## src/rtl/fetch_queue.sv

```systemverilog
// Instruction-fetch front end: owns the fetch PC, issues sequential requests to a
// 1-cycle instruction memory and buffers {instr, pc} pairs. Optional: FETCH_QUEUE_BYPASS_EN.
module fetch_queue #(
  parameter int unsigned DEPTH     = 4,
  parameter logic [63:0] RESET_PC  = 64'h0,
  parameter logic [31:0] NOP_INSTR = 32'hD503201F
) (
  input  logic                     clk,
  input  logic                     rst,
  output logic                     imem_req,
  output logic [63:0]              imem_addr,
  input  logic [31:0]              imem_rdata,
  input  logic                     redirect_valid,
  input  logic [63:0]              redirect_pc,
  input  logic                     deq_ready,
  output logic                     deq_valid,
  output logic [31:0]              deq_instr,
  output logic [63:0]              deq_pc,
  output logic [$clog2(DEPTH):0]   occupancy
);

  localparam int unsigned PW = $clog2(DEPTH);
  localparam logic [PW:0] FULL_CNT = (PW+1)'(DEPTH);

  typedef enum logic [1:0] {BOOT, RUN, KILL} state_e;

  state_e         state_q, state_d;
  logic [63:0]    fetch_pc_q;
  logic           inflight_q;
  logic [63:0]    inflight_pc_q;
  logic [PW-1:0]  rd_ptr_q, wr_ptr_q;
  logic [PW:0]    count_q;

  logic [31:0]    instr_mem [DEPTH];
  logic [63:0]    pc_mem    [DEPTH];

  logic [PW:0]    pending;
  logic           room;
  logic           bypass;
  logic           enq;
  logic           pop;

  // In-flight request reserves a slot so its response can never overflow the FIFO.
  assign pending = count_q + {{PW{1'b0}}, inflight_q};
  assign room    = (pending < FULL_CNT);

  // ---------------- FSM: state register ----------------
  // NOTE: sequential state uses non-blocking assignments so every flop samples
  // pre-edge values regardless of process evaluation order.
  always_ff @(posedge clk or negedge rst) begin
    if (!rst) state_q <= BOOT;
    else      state_q <= state_d;
  end

  // ---------------- FSM: next state ----------------
  // NOTE: every combinational output gets a default first, so no path infers a latch.
  always_comb begin
    state_d = state_q;
    if (redirect_valid) begin
      state_d = KILL;
    end else begin
      case (state_q)
        BOOT:    state_d = RUN;
        RUN:     state_d = RUN;
        KILL:    state_d = RUN;
        default: state_d = BOOT;
      endcase
    end
  end

  // ---------------- FSM: outputs ----------------
  always_comb begin
    imem_req = 1'b0;
    if (state_q == RUN && !redirect_valid && room) imem_req = 1'b1;
  end

  assign imem_addr = fetch_pc_q;

  // ---------------- datapath control ----------------
`ifdef FETCH_QUEUE_BYPASS_EN
  assign bypass = (count_q == '0) && inflight_q && deq_ready && !redirect_valid;
`else
  assign bypass = 1'b0;
`endif

  // A redirect drops the response arriving this cycle; it belongs to the old path.
  assign enq = inflight_q && !redirect_valid && !bypass;
  assign pop = (count_q != '0) && deq_ready;

  always_ff @(posedge clk or negedge rst) begin
    if (!rst) begin
      fetch_pc_q    <= RESET_PC & ~64'h3;
      inflight_q    <= 1'b0;
      inflight_pc_q <= '0;
      rd_ptr_q      <= '0;
      wr_ptr_q      <= '0;
      count_q       <= '0;
    end else if (redirect_valid) begin
      fetch_pc_q <= redirect_pc & ~64'h3;
      inflight_q <= 1'b0;
      rd_ptr_q   <= '0;
      wr_ptr_q   <= '0;
      count_q    <= '0;
    end else begin
      inflight_q <= imem_req;
      if (imem_req) begin
        inflight_pc_q <= fetch_pc_q;
        fetch_pc_q    <= fetch_pc_q + 64'd4;
      end
      if (enq) wr_ptr_q <= wr_ptr_q + PW'(1);
      if (pop) rd_ptr_q <= rd_ptr_q + PW'(1);
      case ({enq, pop})
        2'b10:   count_q <= count_q + (PW+1)'(1);
        2'b01:   count_q <= count_q - (PW+1)'(1);
        default: count_q <= count_q;
      endcase
    end
  end

  // NOTE: the storage array is deliberately not reset; count_q gates every read,
  // so stale contents are never observed and the array maps onto plain RAM/flops.
  always_ff @(posedge clk) begin
    if (enq) begin
      instr_mem[wr_ptr_q] <= imem_rdata;
      pc_mem[wr_ptr_q]    <= inflight_pc_q;
    end
  end

  // ---------------- dequeue side ----------------
  always_comb begin
    deq_valid = 1'b0;
    deq_instr = NOP_INSTR;
    deq_pc    = '0;
    if (count_q != '0) begin
      deq_valid = 1'b1;
      deq_instr = instr_mem[rd_ptr_q];
      deq_pc    = pc_mem[rd_ptr_q];
    end
`ifdef FETCH_QUEUE_BYPASS_EN
    else if (bypass) begin
      deq_valid = 1'b1;
      deq_instr = imem_rdata;
      deq_pc    = inflight_pc_q;
    end
`endif
  end

  assign occupancy = count_q;

endmodule

```

## config.mk

```make
export PLATFORM = sky130hd
export DESIGN_NAME = fetch_queue
export DESIGN_NICKNAME = d
export VERILOG_FILES = /design/src/rtl/fetch_queue.sv
export SDC_FILE = /design/constraint.sdc
export NUM_CORES = 1
export LEC_CHECK = 0
export ABC_AREA = 1
export BUFFER_PORTS_ARGS = -buffer_cell sky130_fd_sc_hd__buf_2
export CORE_MARGIN = 2
export CORE_UTILIZATION = 63
export DETAILED_ROUTE_END_ITERATION = 12
export PLACE_DENSITY = 0.86
export RECOVER_POWER = 100
export SLEW_MARGIN = 20
export SYNTH_ARGS = -nofsm -noshare
export SYNTH_HDL_FRONTEND = slang
export SYNTH_SLANG_ARGS = --single-unit
```

## constraint.sdc

```tcl
create_clock -name clk -period 12.8 [get_ports clk]
set_input_delay 2.56 -clock clk [delete_from_list [all_inputs] [get_ports clk]]
set_output_delay 2.56 -clock clk [all_outputs]
set_load 0.02 [all_outputs]
```

After elaboration in Yosys (flattened, before gate mapping)

Memory sizes are Yosys's and may differ from the RTL's.
Index checks and enable logic that the tools add are counted.
W data, S select, Z words.

Equal/unequal tests: 4
Multiplexer cells: 17
Bitwise logic cells: 1
Reduce and logical (&&, ||, !) cells: 13
Magnitude comparators: 1
Add/subtract/negate cells: 6

Operators by type and width:

| operator                | number |
|---|---|
| $mux W64                | 3 |
| $add A64 B3 Y64 const B | 1 |
| $mux W32                | 1 |
| $mux W2                 | 5 |
| $mux W1                 | 6 |
| $pmux W3 S2             | 1 |
| $reduce_bool A2 Y1      | 3 |
| $reduce_bool A3 Y1      | 2 |
| $add A2 B1 Y2 const B   | 2 |
| $eq A2 B1 Y1 const B    | 2 |
| $eq A2 B2 Y1 const B    | 2 |
| $logic_and A1 B1 Y1     | 4 |
| $add A3 B1 Y3           | 1 |
| $add A3 B1 Y3 const B   | 1 |
| $lt A3 B3 Y1 const B    | 1 |
| $mux W3                 | 1 |
| $reduce_or A3 Y1        | 1 |
| $sub A3 B1 Y3 const B   | 1 |
| $logic_not A2 Y1        | 1 |
| $reduce_and A2 Y1       | 1 |
| $logic_not A1 Y1        | 1 |
| $not A1 Y1              | 1 |

Bits in registers: 138
Output and inout bits: 165
Memories: 2
Bits in writable memories: 384
Logic and storage cells: 51
Bits of input ports: 100

Memories:

| memory    | words | bits a word | rd ports | clocked after Yosys merged registers in | write ports | line | source |
|---|---|---|---|---|---|---|---|
| pc_mem    | 4     | 64          | 1        | 0                                       | 1           | 35   | `logic [63:0] pc_mem [DEPTH];` |
| instr_mem | 4     | 32          | 1        | 0                                       | 1           | 34   | `logic [31:0] instr_mem [DEPTH];` |

Longest topological paths before layout

Gate-level depths: netlist (run 1).

Depth in word-level cells: 6
Depth in mapped cells: 11
Mapped depth without buffers: 11

Worst setup path before layout (run 1)

Ideal clock, no wire load.

Kind: input port to flip-flop
From: input port redirect_valid
To: memory instr_mem[0][0] (enable)
Path slack: 5.584 ns
Path buffers: 0
Cell stages on the path: 3
Required time: 12.253 ns
Library setup time: 0.547 ns
Arrival time: 6.668 ns
Cells stage by stage: inv_2 -> nand2_2 -> nor2_1

Word-level cells in the longest chain between the ends: 4

RTL lines:

| what                          | line | source |
|---|---|---|
| start, declared               | 13   | `input logic redirect_valid,` |
| $logic_not A1 Y1              | 87   | `assign enq = inflight_q && !redirect_valid && !bypass;` |
| $logic_and A1 B1 Y1           | 87   |  |
| $mux W1                       | 123  | `if (enq) begin` |
| $mux W1 (not written as such) | 124  | `instr_mem[wr_ptr_q] <= imem_rdata;` |
| end, declared                 | 34   |  |

Every way passes these cells.

Worst setup path after layout (run 1)

From: input port redirect_valid
To: register inflight_pc_q[51]

Word-level cells in the longest chain between the ends: 5
Elaborated cells between the ends (all ways): 6
Those cells by class: 1 x mux; 1 x bitwise; 4 x reduce/logical

RTL lines:

| what                              | line | source |
|---|---|---|
| $logic_not A1 Y1                  | 74   | `if (state_q == RUN && !redirect_valid && room) imem_req = 1'b1;` |
| $logic_and A1 B1 Y1 (2 in series) | 74   |  |
| $mux W1                           | 74   |  |
| $reduce_and A2 Y1 (no line) *     | n/a  |  |
| end signal, assigned              | 107  | `inflight_pc_q <= fetch_pc_q;` |
| end, declared                     | 30   | `logic [63:0] inflight_pc_q;` |

Every way passes the cells marked *; elsewhere a longest branch is shown, timed or not.
A chain may end at the register's enable or synchronous reset.

==> results of run 1 <==
-- worst min-delay path by stage --
stage               slack, ns                    to  cells after the start                 start
global route             0.47  state_q[0]$_DFF_PN0_                      1  state_q[1]$_DFF_PN0_
CTS                      0.48  state_q[0]$_DFF_PN0_                      1  state_q[0]$_DFF_PN0_
detailed placement       0.45  state_q[0]$_DFF_PN0_                      1  state_q[0]$_DFF_PN0_
finish                   0.48  state_q[0]$_DFF_PN0_                      1  state_q[1]$_DFF_PN0_
global placement         0.42  state_q[0]$_DFF_PN0_                      1  state_q[0]$_DFF_PN0_
floorplan                0.41  state_q[0]$_DFF_PN0_                      1  state_q[0]$_DFF_PN0_
-- synthesized netlist by cell type, types with 3 or more instances --
library cell  number  area [um^2]
o211ai_1          10         75.1
clkbuf_1          51          191
nor2_1           533         2000
nand3b_1           3         22.5
buf_2             39          195
o311ai_1           7         61.3
o21ai_1            3         15.0
nand4_1           17          106
inv_1            161          604
nand2_1          312         1170
nand2_2           10         62.6
nand3_1          113          566
ha_1               5         62.6
o21ai_0          293         1470
a21oi_1           86          430
nor3_1             3         15.0
xor2_1             8         70.1
edfxtp_1         376        11300
dfrtp_1          134         3350
nor2_4             6         67.6
buf_4              6         45.0
o311ai_0           6         52.6
buf_1             12         45.0
nor2_2            11         68.8
inv_2              8         30.0
-- power by group through the flow --
stage	Clock [mW]	Sequential [mW]	Combinational [mW]
detailed placement	0	2.12	0.866
finish	1.49	2.10	0.861
CTS	1.50	2.09	0.879
global placement	0	2.11	0.842
global route	1.56	2.11	0.935
floorplan	0	2.09	0.557
-- worst register-to-register path: cells and delay by family (launching register included) --
family | cells | cell delay (ns)
and+or+nand+nor | 2 | 0.26
DFF | 1 | 0.41
buffers and inverters | 3 | 5.99
AOI/OAI and AO/OA | 1 | 0.56
-- routing by layer --
| layer | part of all wire | GRT usage |
|---|---|---|
| met1 | 0.38 | 0.433 |
| met2 | 0.48 | 0.537 |
| met5 | 0.00020 | 0 |
| met4 | 0.034 | 0.126 |
| met3 | 0.10 | 0.0544 |
-- metrics by stage --
stage | hold WS, ns | std cells | util | setup slack [ns] | instance area (um^2)
detailed placement | 0.446 | 2849 | 0.687 | 6.37 | 23800
global route | 0.471 | 2943 | 0.726 | 3.23 | 25100
CTS | 0.475 | 2941 | 0.735 | 6.21 | 25500
global placement | 0.424 | 2848 | 0.686 | 6.40 | 23800
floorplan | 0.414 | 2230 | - | 5.58 | 22200
finish | 0.475 | 2943 | 0.726 | 3.64 | 25100
-- area by class of cell --
cell class	instances	area share
clock inverter	29	0.0118
multi-input combinational	1441	0.256
timing repair buffer	276	0.0458
tap	455	0.0226
inverter	169	0.0253
clock buffer	63	0.0553
sequential	510	0.583
-- cell families (layout without fill, tap and decap cells) --
group,count (synthesis),count (layout),synth area share
simple gates,1014,1014,0.187
flops,510,510,0.659
compound gates,409,409,0.0960
buf+inv,279,537,0.0510
xor+xnor,8,8,0.00315
fa+ha+maj,6,6,0.00372
other cells,1,4,0.000169
-- sequential cells by signal, summed over array words and instances, names as in the netlist --
signal         cells
state_q            2
occupancy          3
imem_addr         62
rd_ptr_q           2
inflight_pc_q     62
pc_mem           248
wr_ptr_q           2
instr_mem        128
inflight_q         1
==> results.cfg, run 1 <==
[clocking]
cts_tree = done
cts_resized = 0
clkSinkCount = 510
clockBufferDepth = 3
hold_buffers = 0
postCtsSetupBuffers = 0
cts-root-buf = clkbuf_16
clk_latency_ns = 0.57
htree_levels = 2
clk_pin_slew_ns = 0.07
cts_made_buffers = 49

[floorplan]
placementRows = 68
core_area_mm2 = 0.0346
start_util = 0.642
dieWidth_um = 192
die_h_um = 192
die-area_mm2 = 0.0368
io_pins = 265

[sta]
report.final.setup_viol = 0
period_share = 0.715
skew_ns = 0.0124
fin_crit_ns = 9.16
maxSlewViolCount = 803
finalSetupTns_ns = 0
worst_pin_slew_ns = 6.11
hold_viol = 0
rsz0062_at_grt = false
max_slew_margin = -3.07
timing.fmax_mhz = 109

[drt]
vias = 17249
drc = 0
via_per_inst = 5.86
drtAntennaViolNets = 0
routed_wl_um = 59600
wl_per_cell_um = 20.3
drt-initial-drc-count = 1760
firstDrtPassIters = 5

[worst_setup_path]
end_kind = register
worstPathArrival_ns = 9.38
critPathLaunchType = primary input
slowest_delay_ns = 3.06
required_ns = 13.02
r2r_start = occupancy[2]$_DFFE_PN0P_
cp-startpoint = redirect_valid
crit_top_cell = clkbuf_1
crit_slowest_cell = clkbuf_1
path_depth = 6
critPathTopFamily = buffers and inverters
r2r_setup_slack_ns = 5.24
crit_end = inflight_pc_q[51]$_DFFE_PN0P_
critPathMaxFanout = 100
reg2reg_depth = 6
cp_cell_sequence = clkbuf_1 -> nor3b_1 -> nand3_4 -> clkbuf_1 -> clkbuf_1 -> o21ai_0
worstReg2RegEnd = inflight_pc_q[51]$_DFFE_PN0P_
worst-setup-path-type = primary input to register
crit_buf_inv = 3

[global_routing]
track_usage = 0.324
grt-ovfl-total = 0
antenna_found_initial = 1
grt_pass1_vias = 16377
grt_first_pass_wirelength_um = 89700
grt_max_degree = 105

[placed_design]
portBuffers = 258
gp_congestion = 0.932
dpl.hpwl_um = 36200

[power]
ir_drop_v = 0.000138
p_int_mw = 3.03
leakage_nw = 9.61
clkPwrFrac = 0.335
comb_power_share = 0.193
p_per_area_mw_per_mm2 = 177
p_sw_frac = 0.320
switchingPower_mw = 1.42
finalPower_mw = 4.45
seq_power_share = 0.472

[layout]
n_antenna_cell = 0
multi_input_comb_area_mm2 = 0.00645
finalNetCount = 2553
regArea_mm2 = 0.0146
drive_above_1_share = 0.0796
area_growth_syn_to_layout_pct = 13.2
n_fill_cell = 2457
final_cell_mix = nor2_1 (533), edfxtp_1 (376), nand2_1 (315), o21ai_0 (293), clkbuf_1 (202)
final_common_cell = nor2_1

[yosys]
yosysUniqueCellTypes = 36
yosys_warnings = 0
synth-seq-cells = 510
synthFlopType = edfxtp_1
synthCells = 2227
async_reset_ff_frac = 0.263
avgSynthCellArea_um2 = 9.98
synth_edf_count = 376
synth_area_mm2 = 0.0222
synth-seq-area-share = 0.659

[status]
outcome = complete, but fails checks
violations = max-capacitance violations, max-slew violations

[hold_path]
hp-class = register to register

[run]
cap_violations = 13
Power figures use the tool's default switching activity.
==> run 2, diff against run 1 <==
ABC_AREA = 0   (was 1)
CORE_UTILIZATION = 58   (was 63)
PLACE_DENSITY = 0.81   (was 0.86)
clock period = 9.39 ns   (was 12.8 ns; I/O delays follow)
==> run 2 against run 1 <==
  * The run still ends with max-capacitance violations, max-slew violations left
  * First-iteration DRC count decreased by 34%
  * Clock skew up 0.0090 ns
  * Wire length shrank 15%
  * Combinational power up 96%
  * Non-clock buffer count decreased by 2
  * Global-route usage is 5.4 points lower
  * Sequential cell count stayed put
  * Final cell count decreased by 27%
  * Total power increased by 50%
  * Register-to-register slack worse by 1.9 ns
==> results.cfg, run 2 <==
[clocking]
postCtsSetupBuffers = 0
cts_tree = done
clk_pin_slew_ns = 0.06
cts-root-buf = clkbuf_16
clockBufferDepth = 3
cts_made_buffers = 50
hold_buffers = 0
clk_latency_ns = 0.58
clkSinkCount = 510
cts_resized = 0
htree_levels = 2

[layout]
final_common_cell = edfxtp_1
drive_above_1_share = 0.189
largest_register_ffs = 248
final_cell_mix = edfxtp_1 (376), nand2_1 (223), clkbuf_1 (164), dfrtp_1 (132), buf_2 (112)
finalNetCount = 1755
top_register = pc_mem
top_regs = pc_mem (248), instr_mem (128)
fin_cells = 2156
area_growth_syn_to_layout_pct = 14.9

[yosys]
yosysTopAreaCellShare = 0.534
synthAdderAreaFrac = 0.00391
synthTopCellsByCount = edfxtp_1 (376), nand2_1 (223), dfrtp_1 (134)
yosys.area.top_type = edfxtp_1
yosys.area_share.simple = 0.129
synth_top_family_by_area = simple AND/OR/NAND/NOR gates
synth_area_leaders = edfxtp_1 (53%), dfrtp_1 (16%), mux4_2 (10%)
synth_compound_area_frac = 0.0488
synth-seq-cells = 510
yosys_warnings = 0
synthXorXnorAreaFrac = 0.00207
synthFlopType = edfxtp_1
yosysUniqueCellTypes = 58
synth.most_common_cell = edfxtp_1
synth.mux.area_fraction = 0.103
avgSynthCellArea_um2 = 15.0
synth_edf_count = 376
async_reset_ff_frac = 0.263
synthCells = 1406
synth_area_mm2 = 0.0211
synth-seq-area-share = 0.693

[worst_setup_path]
end_kind = output pin
critPathMaxFanout = 46
worstPathArrival_ns = 5.35
slowest_delay_ns = 1.37
crit_slowest_cell = nor3_1
critPathLaunchType = register
cp_cell_sequence = nor3_1 -> inv_1 -> clkbuf_1 -> and2_1 -> clkbuf_1
required_ns = 7.51
crit_top_cell = clkbuf_1
worst-setup-path-type = register to output pin

[drt]
routed_wl_um = 50800
firstDrtPassIters = 10
vias = 13528
drtAntennaViolNets = 0
via_per_inst = 6.27
drt-initial-drc-count = 1161
wl_per_cell_um = 23.6
drc = 0

[placed_design]
gp_congestion = 0.848
portBuffers = 258
dpl.hpwl_um = 31500
dp.cells = 2058

[global_routing]
grt_max_degree = 84
grt-ovfl-total = 0
antenna_found_initial = 6
grt_pass1_vias = 13420
grt_first_pass_wirelength_um = 78400
track_usage = 0.270

[power]
leakage_nw = 8.66
ir_drop_v = 0.000166
p_per_area_mw_per_mm2 = 275

[floorplan]
die-area_mm2 = 0.0380
io_pins = 265
die_h_um = 195
core_area_mm2 = 0.0357
placementRows = 69
start_util = 0.591
dieWidth_um = 195

[sta]
skew_ns = 0.0214
hold_viol = 0
fin_crit_ns = 7.22
worst_pin_slew_ns = 4.63
finalSetupTns_ns = 0
max_slew_margin = -2.09
timing.fmax_mhz = 138
period_share = 0.769
report.final.setup_viol = 0
rsz0062_at_grt = false
maxSlewViolCount = 687

[status]
outcome = complete, but fails checks
violations = max-capacitance violations, max-slew violations

[run]
cap_violations = 15

[hold_path]
hp-class = register to register
-- run 2: cell families (layout without fill, tap and decap cells) --
group	count (synthesis)	after routing
buf+inv	105	386
other cells	1	9
compound gates	151	151
fa+ha+maj	6	6
xor+xnor	5	5
simple gates	529	529
flops	510	510
mux	99	99
-- run 2: per-layer routing --
| layer | global-route usage | share of wire | up-vias |
|---|---|---|---|
| met2 | 0.437 | 0.48 | 760 |
| met1 | 0.372 | 0.39 | 6757 |
| met3 | 0.0574 | 0.098 | 128 |
| met4 | 0.0899 | 0.031 | 4 |
| li1 | - | - | 5879 |
| met5 | 0 | 0.00047 | - |
-- run 2: where the power goes --
group / total [mW] / leakage, nW / switching (mW) / internal (mW)
clock: 2.02 / 0.820 / 0.828 / 1.19
sequential: 2.97 / 5.08 / 0.256 / 2.72
combinational: 1.69 / 2.76 / 1.05 / 0.642
total: 6.68 / 8.66 / 2.13 / 4.55
-- run 2: worst max-delay path, delay by kind of cell (launching register included) --
kind	cells	cell delay [ns]
flip-flops	1	0.45
buffers and inverters	3	2.50
AND/OR/NAND/NOR	2	1.80
-- run 2: metrics by stage --
stage	hold slack [ns]	power [mW]	worst slack, ns	utilization	area (um^2)
3_3_place_gp	0.443	4.69	3.60	0.638	22800
5_1_grt	0.507	6.97	1.68	0.679	24300
4_1_cts	0.462	6.75	3.37	0.685	24500
2_1_floorplan	0.430	4.10	4.11	-	21100
6_report	0.465	6.68	2.17	0.679	24300
3_5_place_dp	0.454	4.74	3.56	0.638	22800
-- run 2: cell type report --
class,instances,area [um^2]
sequential,510,14700
fill,2502,11500
multi-input combinational,794,6080
clock buffer,66,1390
timing repair buffer,274,1200
tap,461,577
clock inverter,27,288
inverter,19,71.3
antenna,5,12.5
-- run 2: worst paths after layout --
| check | from | to | slack [ns] | cells past startpoint |
|---|---|---|---|---|
| min | state_q[0]$_DFF_PN0_ | state_q[0]$_DFF_PN0_ | 0.47 | 1 |
| max reg2reg | occupancy[2]$_DFFE_PN0P_ | imem_addr[43]$_DFFE_PN0P_ | 3.35 | 8 |
| min in group asynchronous | rst | imem_addr[45]$_DFFE_PN0P_ | 2.95 | 1 |
| max in group asynchronous | rst | rd_ptr_q[1]$_DFFE_PN0P_ | 3.77 | 2 |
| min reg2reg | state_q[0]$_DFF_PN0_ | state_q[0]$_DFF_PN0_ | 0.47 | 1 |
| max | occupancy[0]$_DFFE_PN0P_ | deq_pc[2] | 2.17 | 5 |
